===== src/rtl/abr_loop_ctrl_pkg.sv =====
// Shared types and constants for the loop sequencer.
// State codes are sparse: every pair of codes differs in at least 3 bits.
package abr_loop_ctrl_pkg;

  typedef enum logic [5:0] {
    ST_IDLE = 6'b000000,
    ST_RUN  = 6'b000111,
    ST_DONE = 6'b111000,
    ST_ERR  = 6'b111111
  } state_e;

  localparam int unsigned CNT_STEP = 1;

endpackage


===== src/rtl/abr_loop_ctrl_if.sv =====
// Iteration handshake and hardened-counter control/status bundle.
// The master side is the loop sequencer.
interface abr_loop_ctrl_if #(parameter int Width = 8);

  logic             iter_valid_o;
  logic             iter_ready_i;
  logic [Width-1:0] iter_idx_o;
  logic             cnt_clr_o;
  logic             cnt_set_o;
  logic [Width-1:0] cnt_set_val_o;
  logic             cnt_incr_o;
  logic             cnt_decr_o;
  logic [Width-1:0] cnt_step_o;
  logic [Width-1:0] cnt_i;
  logic             cnt_err_i;

  modport master (
    output iter_valid_o, iter_idx_o, cnt_clr_o, cnt_set_o, cnt_set_val_o,
           cnt_incr_o, cnt_decr_o, cnt_step_o,
    input  iter_ready_i, cnt_i, cnt_err_i
  );

  modport slave (
    input  iter_valid_o, iter_idx_o, cnt_clr_o, cnt_set_o, cnt_set_val_o,
           cnt_incr_o, cnt_decr_o, cnt_step_o,
    output iter_ready_i, cnt_i, cnt_err_i
  );

endinterface


===== src/rtl/abr_loop_ctrl_flop.sv =====
// Plain register with synchronous active-low reset to a fixed value.
// Kept as its own cell so the state encoding survives synthesis.
module abr_loop_ctrl_flop #(
  parameter int           W      = 1,
  parameter logic [W-1:0] RstVal = '0
) (
  input  logic         clk_i,
  input  logic         rst_b,
  input  logic [W-1:0] d_i,
  output logic [W-1:0] q_o
);

  always_ff @(posedge clk_i) begin
    if (!rst_b) q_o <= RstVal;
    else        q_o <= d_i;
  end

endmodule


===== src/rtl/abr_loop_ctrl.sv =====
// Loop sequencer: walks a hardened counter from start_idx to limit-1, one
// handshake per index, shadowing the count and trapping on any disagreement.
module abr_loop_ctrl
  import abr_loop_ctrl_pkg::*;
#(
  parameter int Width = 8
) (
  input  logic             clk_i,
  input  logic             rst_b,
  input  logic             start_i,
  input  logic [Width-1:0] start_idx_i,
  input  logic [Width-1:0] num_iter_i,
  input  logic             abort_i,
  output logic             busy_o,
  output logic             done_o,
  output logic             err_o,
  abr_loop_ctrl_if.master  bus
);

  localparam int               StW = $bits(state_e);
  localparam logic [Width-1:0] One = Width'(1);

  logic [StW-1:0]   state_raw_q;
  state_e           state_q, state_d;
  logic [Width-1:0] limit_q, limit_d;
  logic [Width-1:0] exp_q, exp_d;
  logic             chk_fail;
  logic             valid, clr, set, incr;
  logic [Width-1:0] set_val;

  abr_loop_ctrl_flop #(.W(StW), .RstVal(ST_IDLE)) u_state_flop (
    .clk_i (clk_i),
    .rst_b (rst_b),
    .d_i   (state_d),
    .q_o   (state_raw_q)
  );
  assign state_q = state_e'(state_raw_q);

  always_ff @(posedge clk_i) begin
    if (!rst_b) begin
      limit_q <= '0;
      exp_q   <= '0;
    end else begin
      limit_q <= limit_d;
      exp_q   <= exp_d;
    end
  end

  // Shadow check while a loop is live; detection suppresses every control
  // output in the same cycle so the counter is never moved by a bad cycle.
  assign chk_fail = bus.cnt_err_i || (bus.cnt_i != exp_q);

  always_comb begin
    state_d = state_q;
    limit_d = limit_q;
    exp_d   = exp_q;
    valid   = 1'b0;
    clr     = 1'b0;
    set     = 1'b0;
    set_val = '0;
    incr    = 1'b0;
    busy_o  = 1'b0;
    done_o  = 1'b0;
    err_o   = 1'b0;
    case (state_q)
      ST_IDLE: begin
        if (bus.cnt_err_i) begin
          state_d = ST_ERR;
        end else if (start_i) begin
          set     = 1'b1;
          set_val = start_idx_i;
          limit_d = num_iter_i;
          exp_d   = start_idx_i;
          state_d = (start_idx_i < num_iter_i) ? ST_RUN : ST_DONE;
        end
      end
      ST_RUN: begin
        busy_o = 1'b1;
        valid  = !chk_fail;
        if (chk_fail) begin
          state_d = ST_ERR;
        end else if (abort_i) begin
          clr     = 1'b1;
          state_d = ST_IDLE;
        end else if (bus.iter_ready_i) begin
          incr  = 1'b1;
          exp_d = exp_q + One;
          if (bus.cnt_i == limit_q - One) state_d = ST_DONE;
        end
      end
      ST_DONE: begin
        busy_o = 1'b1;
        done_o = !chk_fail && !abort_i;
        clr    = !chk_fail && abort_i;
        state_d = chk_fail ? ST_ERR : ST_IDLE;
      end
      ST_ERR: begin
        err_o = 1'b1;
      end
      default: begin
        err_o   = 1'b1;
        state_d = ST_ERR;
      end
    endcase
  end

  assign bus.iter_valid_o  = valid;
  assign bus.iter_idx_o    = bus.cnt_i;
  assign bus.cnt_clr_o     = clr;
  assign bus.cnt_set_o     = set;
  assign bus.cnt_set_val_o = set_val;
  assign bus.cnt_incr_o    = incr;
  assign bus.cnt_decr_o    = 1'b0;
  assign bus.cnt_step_o    = Width'(CNT_STEP);

endmodule


===== src/flat_wrapper.sv =====
// flat-port wrapper written by rule: the top's interface ports become plain ports
module abr_loop_ctrl_flat import abr_loop_ctrl_pkg::*;
#(
  parameter int Width = 8
)
  (clk_i, rst_b, start_i, start_idx_i, num_iter_i, abort_i, busy_o, done_o, err_o, bus_iter_valid_o, bus_iter_idx_o, bus_cnt_clr_o, bus_cnt_set_o, bus_cnt_set_val_o, bus_cnt_incr_o, bus_cnt_decr_o, bus_cnt_step_o, bus_iter_ready_i, bus_cnt_i, bus_cnt_err_i);
  abr_loop_ctrl_if #(.Width(Width)) bus_i ();
  input  logic clk_i;
  input  logic rst_b;
  input  logic start_i;
  input  logic [Width-1:0] start_idx_i;
  input  logic [Width-1:0] num_iter_i;
  input  logic abort_i;
  output logic busy_o;
  output logic done_o;
  output logic err_o;
  output wire logic [$bits(bus_i.iter_valid_o)-1:0] bus_iter_valid_o;
  output wire logic [$bits(bus_i.iter_idx_o)-1:0] bus_iter_idx_o;
  output wire logic [$bits(bus_i.cnt_clr_o)-1:0] bus_cnt_clr_o;
  output wire logic [$bits(bus_i.cnt_set_o)-1:0] bus_cnt_set_o;
  output wire logic [$bits(bus_i.cnt_set_val_o)-1:0] bus_cnt_set_val_o;
  output wire logic [$bits(bus_i.cnt_incr_o)-1:0] bus_cnt_incr_o;
  output wire logic [$bits(bus_i.cnt_decr_o)-1:0] bus_cnt_decr_o;
  output wire logic [$bits(bus_i.cnt_step_o)-1:0] bus_cnt_step_o;
  input wire logic [$bits(bus_i.iter_ready_i)-1:0] bus_iter_ready_i;
  input wire logic [$bits(bus_i.cnt_i)-1:0] bus_cnt_i;
  input wire logic [$bits(bus_i.cnt_err_i)-1:0] bus_cnt_err_i;
  assign bus_iter_valid_o = bus_i.iter_valid_o;
  assign bus_iter_idx_o = bus_i.iter_idx_o;
  assign bus_cnt_clr_o = bus_i.cnt_clr_o;
  assign bus_cnt_set_o = bus_i.cnt_set_o;
  assign bus_cnt_set_val_o = bus_i.cnt_set_val_o;
  assign bus_cnt_incr_o = bus_i.cnt_incr_o;
  assign bus_cnt_decr_o = bus_i.cnt_decr_o;
  assign bus_cnt_step_o = bus_i.cnt_step_o;
  assign bus_i.iter_ready_i = bus_iter_ready_i;
  assign bus_i.cnt_i = bus_cnt_i;
  assign bus_i.cnt_err_i = bus_cnt_err_i;
  abr_loop_ctrl #(.Width(Width)) u_core (.clk_i(clk_i), .rst_b(rst_b), .start_i(start_i), .start_idx_i(start_idx_i), .num_iter_i(num_iter_i), .abort_i(abort_i), .busy_o(busy_o), .done_o(done_o), .err_o(err_o), .bus(bus_i));
endmodule

===== config.mk =====
export PLATFORM = sky130hd
export DESIGN_NAME = abr_loop_ctrl_flat
export DESIGN_NICKNAME = d
export VERILOG_FILES = /design/src/rtl/abr_loop_ctrl_pkg.sv /design/src/rtl/abr_loop_ctrl_if.sv /design/src/rtl/abr_loop_ctrl_flop.sv /design/src/rtl/abr_loop_ctrl.sv /design/src/flat_wrapper.sv
export SDC_FILE = /design/constraint.sdc
export NUM_CORES = 1
export LEC_CHECK = 0
export ABC_AREA = 1
export BUFFER_PORTS_ARGS = -buffer_cell sky130_fd_sc_hd__buf_2
export CORE_ASPECT_RATIO = 0.75
export CORE_UTILIZATION = 52
export CTS_CLUSTER_SIZE = 28
export DETAILED_ROUTE_END_ITERATION = 8
export HOLD_SLACK_MARGIN = 0.05
export MAX_ROUTING_LAYER = met4
export PLACE_DENSITY = 0.81
export SYNTH_ARGS = -nofsm -noshare
export SYNTH_HDL_FRONTEND = slang
export SYNTH_HIERARCHICAL = 1
export SYNTH_SLANG_ARGS = --single-unit

===== constraint.sdc =====
create_clock -name clk_i -period 5 [get_ports clk_i]
set_input_delay 0.5 -clock clk_i [delete_from_list [all_inputs] [get_ports clk_i]]
set_output_delay 0.5 -clock clk_i [all_outputs]
set_load 0.1 [all_outputs]

==> run_results.csv <==
group,metric,value,unit
clock_tree,clk_latency,0.27,ns
hold_path,hp-class,"register to register",
job,maxCapViolCount,0,
setup_path,cp-end-kind,"primary output",
sta,timing.setup.tns,0,ns
setup_path,cp-start-kind,"register",
setup_path,crit_family,"simple AND/OR/NAND/NOR gates",
sta,finalWorstSetupSlack,2.419,ns
floorplanning,die_w,73.40,um
sta,fin_crit_sh,51.61,%
global_route,grt_overflow_total,0,
yosys,synth-seq-area-share,22.15,%
drt,drtIter0Drc,147,
setup_path,cpPeakStageDelay,0.50,ns
global_route,grt_pass1_vias,1868,
place,dpl_worst_slack,2.596,ns
drt,avgRoutedWirePerCell,11.95,um
global_route,grt_max_degree,23,
floorplanning,initial_core_util,54.31,%
yosys,synth_area_leaders,"dfxtp_1 22%, nand2_1 15%, inv_1 10%",
power,p_leak,1.290,nW
setup_path,worstSetupPathType,"register to primary output",
yosys,postSynthCellCount,332,
power,powerDensity,218.7,mW/mm^2
clock_tree,clk_path_buf_depth,2,
drt,routed_wirelength,5077,um
drt,ant_nets,0,
cells_and_area,antenna_cells,0,
cells_and_area,syn2layout_area_growth,13.22,%
clock_tree,clkSlewWorstSetupHoldPaths,0.08,ns
drt,via_per_inst,5.075,
setup_path,cp.arrival,2.08,ns
setup_path,critPathMaxFanout,6,
clock_tree,htreeDepth,1,
yosys,synthDistinctLibCells,36,
yosys,synthSimpleGateAreaFrac,37.44,%
power,vdd_ir_drop_max,151.5,uV
global_route,globalRouteTotalUtil,26.51,%
floorplanning,rows,19,
yosys,synth-seq-cells,22,
setup_path,cp_slowest_cell,"dfxtp_1",
drt,drc,0,
yosys,synthXorXnorAreaFrac,3.965,%
floorplanning,die_y,55.55,um
floorplanning,die_area,0.004077,mm^2
sta,rsz0062_at_grt,"no",
sta,drv_slew,0,
yosys,yosys_warnings,6,
clock_tree,clockRootBuffer,"clkbuf_8",
cells_and_area,fin_nets,413,
clock_tree,cts.sinks,22,
drt,vias,2157,
setup_path,critPathRequiredTime,4.50,ns
setup_path,crit_path_frequent_cell,"nand2_1",
cells_and_area,drive_above_1_share,18.23,%
yosys,synthAdderAreaFrac,5.664,%
sta,worst_pin_slew,0.9000,ns
run_status,status,"finished, final reports clean",
yosys,synth-compound-area-share,11.96,%
clock_tree,cts_setup_buffers,0,
global_route,antenna_found_initial,0,
clock_tree,cts_resized,0,
cells_and_area,instances_no_fill,425,
cells_and_area,fin_util,61.48,%
setup_path,crit_buf_inv,2,
yosys,synth_mux_area_share,0,%
place,dp.cells,421,
sta,hold_viol,0,
floorplanning,design.core.area,0.003661,mm^2
place,port-buffer-count,52,
drt,firstDrtPassIters,5,
yosys,mappedNetlistArea,0.001988,mm^2
sta,clock-skew-final,0.003701,ns
place,hpwl,3890,um
sta,relSlewSlack,39.60,%
clock_tree,holdBufCountCts,0,
yosys,synth_top_family_by_area,"simple AND/OR/NAND/NOR gates",
yosys,yosysTopAreaCellShare,22.15,%
clock_tree,numCtsBuffers,3,
clock_tree,cts_tree,"yes",
sta,period_needed,2.581,ns
global_route,grt_pass1_wl,8217,um
yosys,synth.largest_area_cell,"dfxtp_1",
place,place.gp.congestion,0.8850,
setup_path,path_cells,"xor2_1 -> nor3_2 -> nand2_1 -> inv_1 -> nand2_1 -> nor2_1 -> buf_2",
yosys,synth.avg_cell_area,5.988,um^2
sta,fmax,387.5,MHz
floorplanning,boundaryPins,62,
sta,setup_viol,0,
cell families (layout without fill, tap and decap cells):
| family | Yosys count | count (layout) |
|---|---|---|
| buffers and inverters | 77 | 111 |
| AOI/OAI and AO/OA | 44 | 44 |
| other | 2 | 9 |
| adders and majority gates | 9 | 9 |
| xor gates and xnor gates | 9 | 9 |
| DFF | 22 | 22 |
| and+or+nand+nor | 169 | 169 |
worst register-to-register path: cells and delay by family, from the launching register on:
kind / cells / cell delay [ns]
buffers and inverters: 3 / 0.23
adder cells (fa/ha/maj): 1 / 0.22
flip-flops: 1 / 0.34
AND/OR/NAND/NOR: 11 / 1.04
final cells by class:
cell class	instances	area, um^2
clock buffers	3	41.29
clock inverters	1	30.03
fillers	356	1410
inverters	55	206.4
multi-input cells	240	1207
flip-flops and latches	22	440.4
well taps	52	65.06
repair buffers	52	260.3
through the flow:
stage,hold slack [ns],instance area (um^2),power (mW)
after floorplan,0.4473,2014,0.3016
after global placement,0.4672,2180,0.3209
after detailed placement,0.4759,2180,0.3232
after CTS,0.4823,2251,0.4935
after global routing,0.4990,2251,0.5134
final,0.4876,2251,0.4922
Yosys cell counts:
cell type,n
a21oi_1,19
a21oi_2,1
a22oi_1,2
buf_2,2
buf_4,18
buf_6,1
clkbuf_1,1
clkinv_1,1
conb_1,2
dfxtp_1,22
ha_1,9
inv_1,53
inv_2,1
nand2_1,81
nand2_2,2
nand2_4,1
nand3_1,26
nand3_2,2
nand3_4,1
nand3b_1,3
nand4_1,1
nor2_1,44
nor2_2,1
nor3_1,2
nor3_2,2
nor4_1,1
o211ai_1,1
o21a_1,1
o21ai_0,16
o21ai_1,2
o22ai_1,1
o31ai_1,1
or2_0,1
or2_2,1
xnor2_1,4
xor2_1,5
report_power, final:
part	internal, mW	switching [mW]
clock network	0.107	0.0640
registers	0.179	0.00379
logic	0.0324	0.105
total	0.319	0.173
worst paths after layout:
check,endpoint,slack [ns],cells past startpoint,from
max,bus_cnt_clr_o,2.42,7,u_core/exp_q[4]
min,u_core/limit_q[1],0.49,2,u_core/limit_q[1]
max reg2reg,u_core/u_state_flop/q_o[1],3.08,15,u_core/limit_q[0]
min reg2reg,u_core/limit_q[1],0.49,2,u_core/limit_q[1]
metal layers:
metal	track usage [%]	wire length [um]	vias to the layer above
li1	-	-	1096
met1	36.17	2374	949
met2	41.53	2258	98
met3	4.197	390	14
met4	5.495	53	0
met5	-	0	-
placed cells by master (no fill, tap or decap), drive strengths merged, types with 2 or more instances in the layout:
cell type / count
conb: 9
nand3: 29
a22oi: 2
nand2: 84
inv: 54
nor3: 4
clkbuf: 3
a21oi: 20
dfxtp: 22
nor2: 45
o21ai: 18
ha: 9
xnor2: 4
buf: 52
nand3b: 3
or2: 2
xor2: 5
flip-flops by register name (all words and copies together) (netlist names):
| signal | flops |
|---|---|
| u_core/u_state_flop/q_o | 6 |
| u_core/limit_q | 8 |
| u_core/exp_q | 8 |
Note: power is estimated with default switching activity, not from simulation.
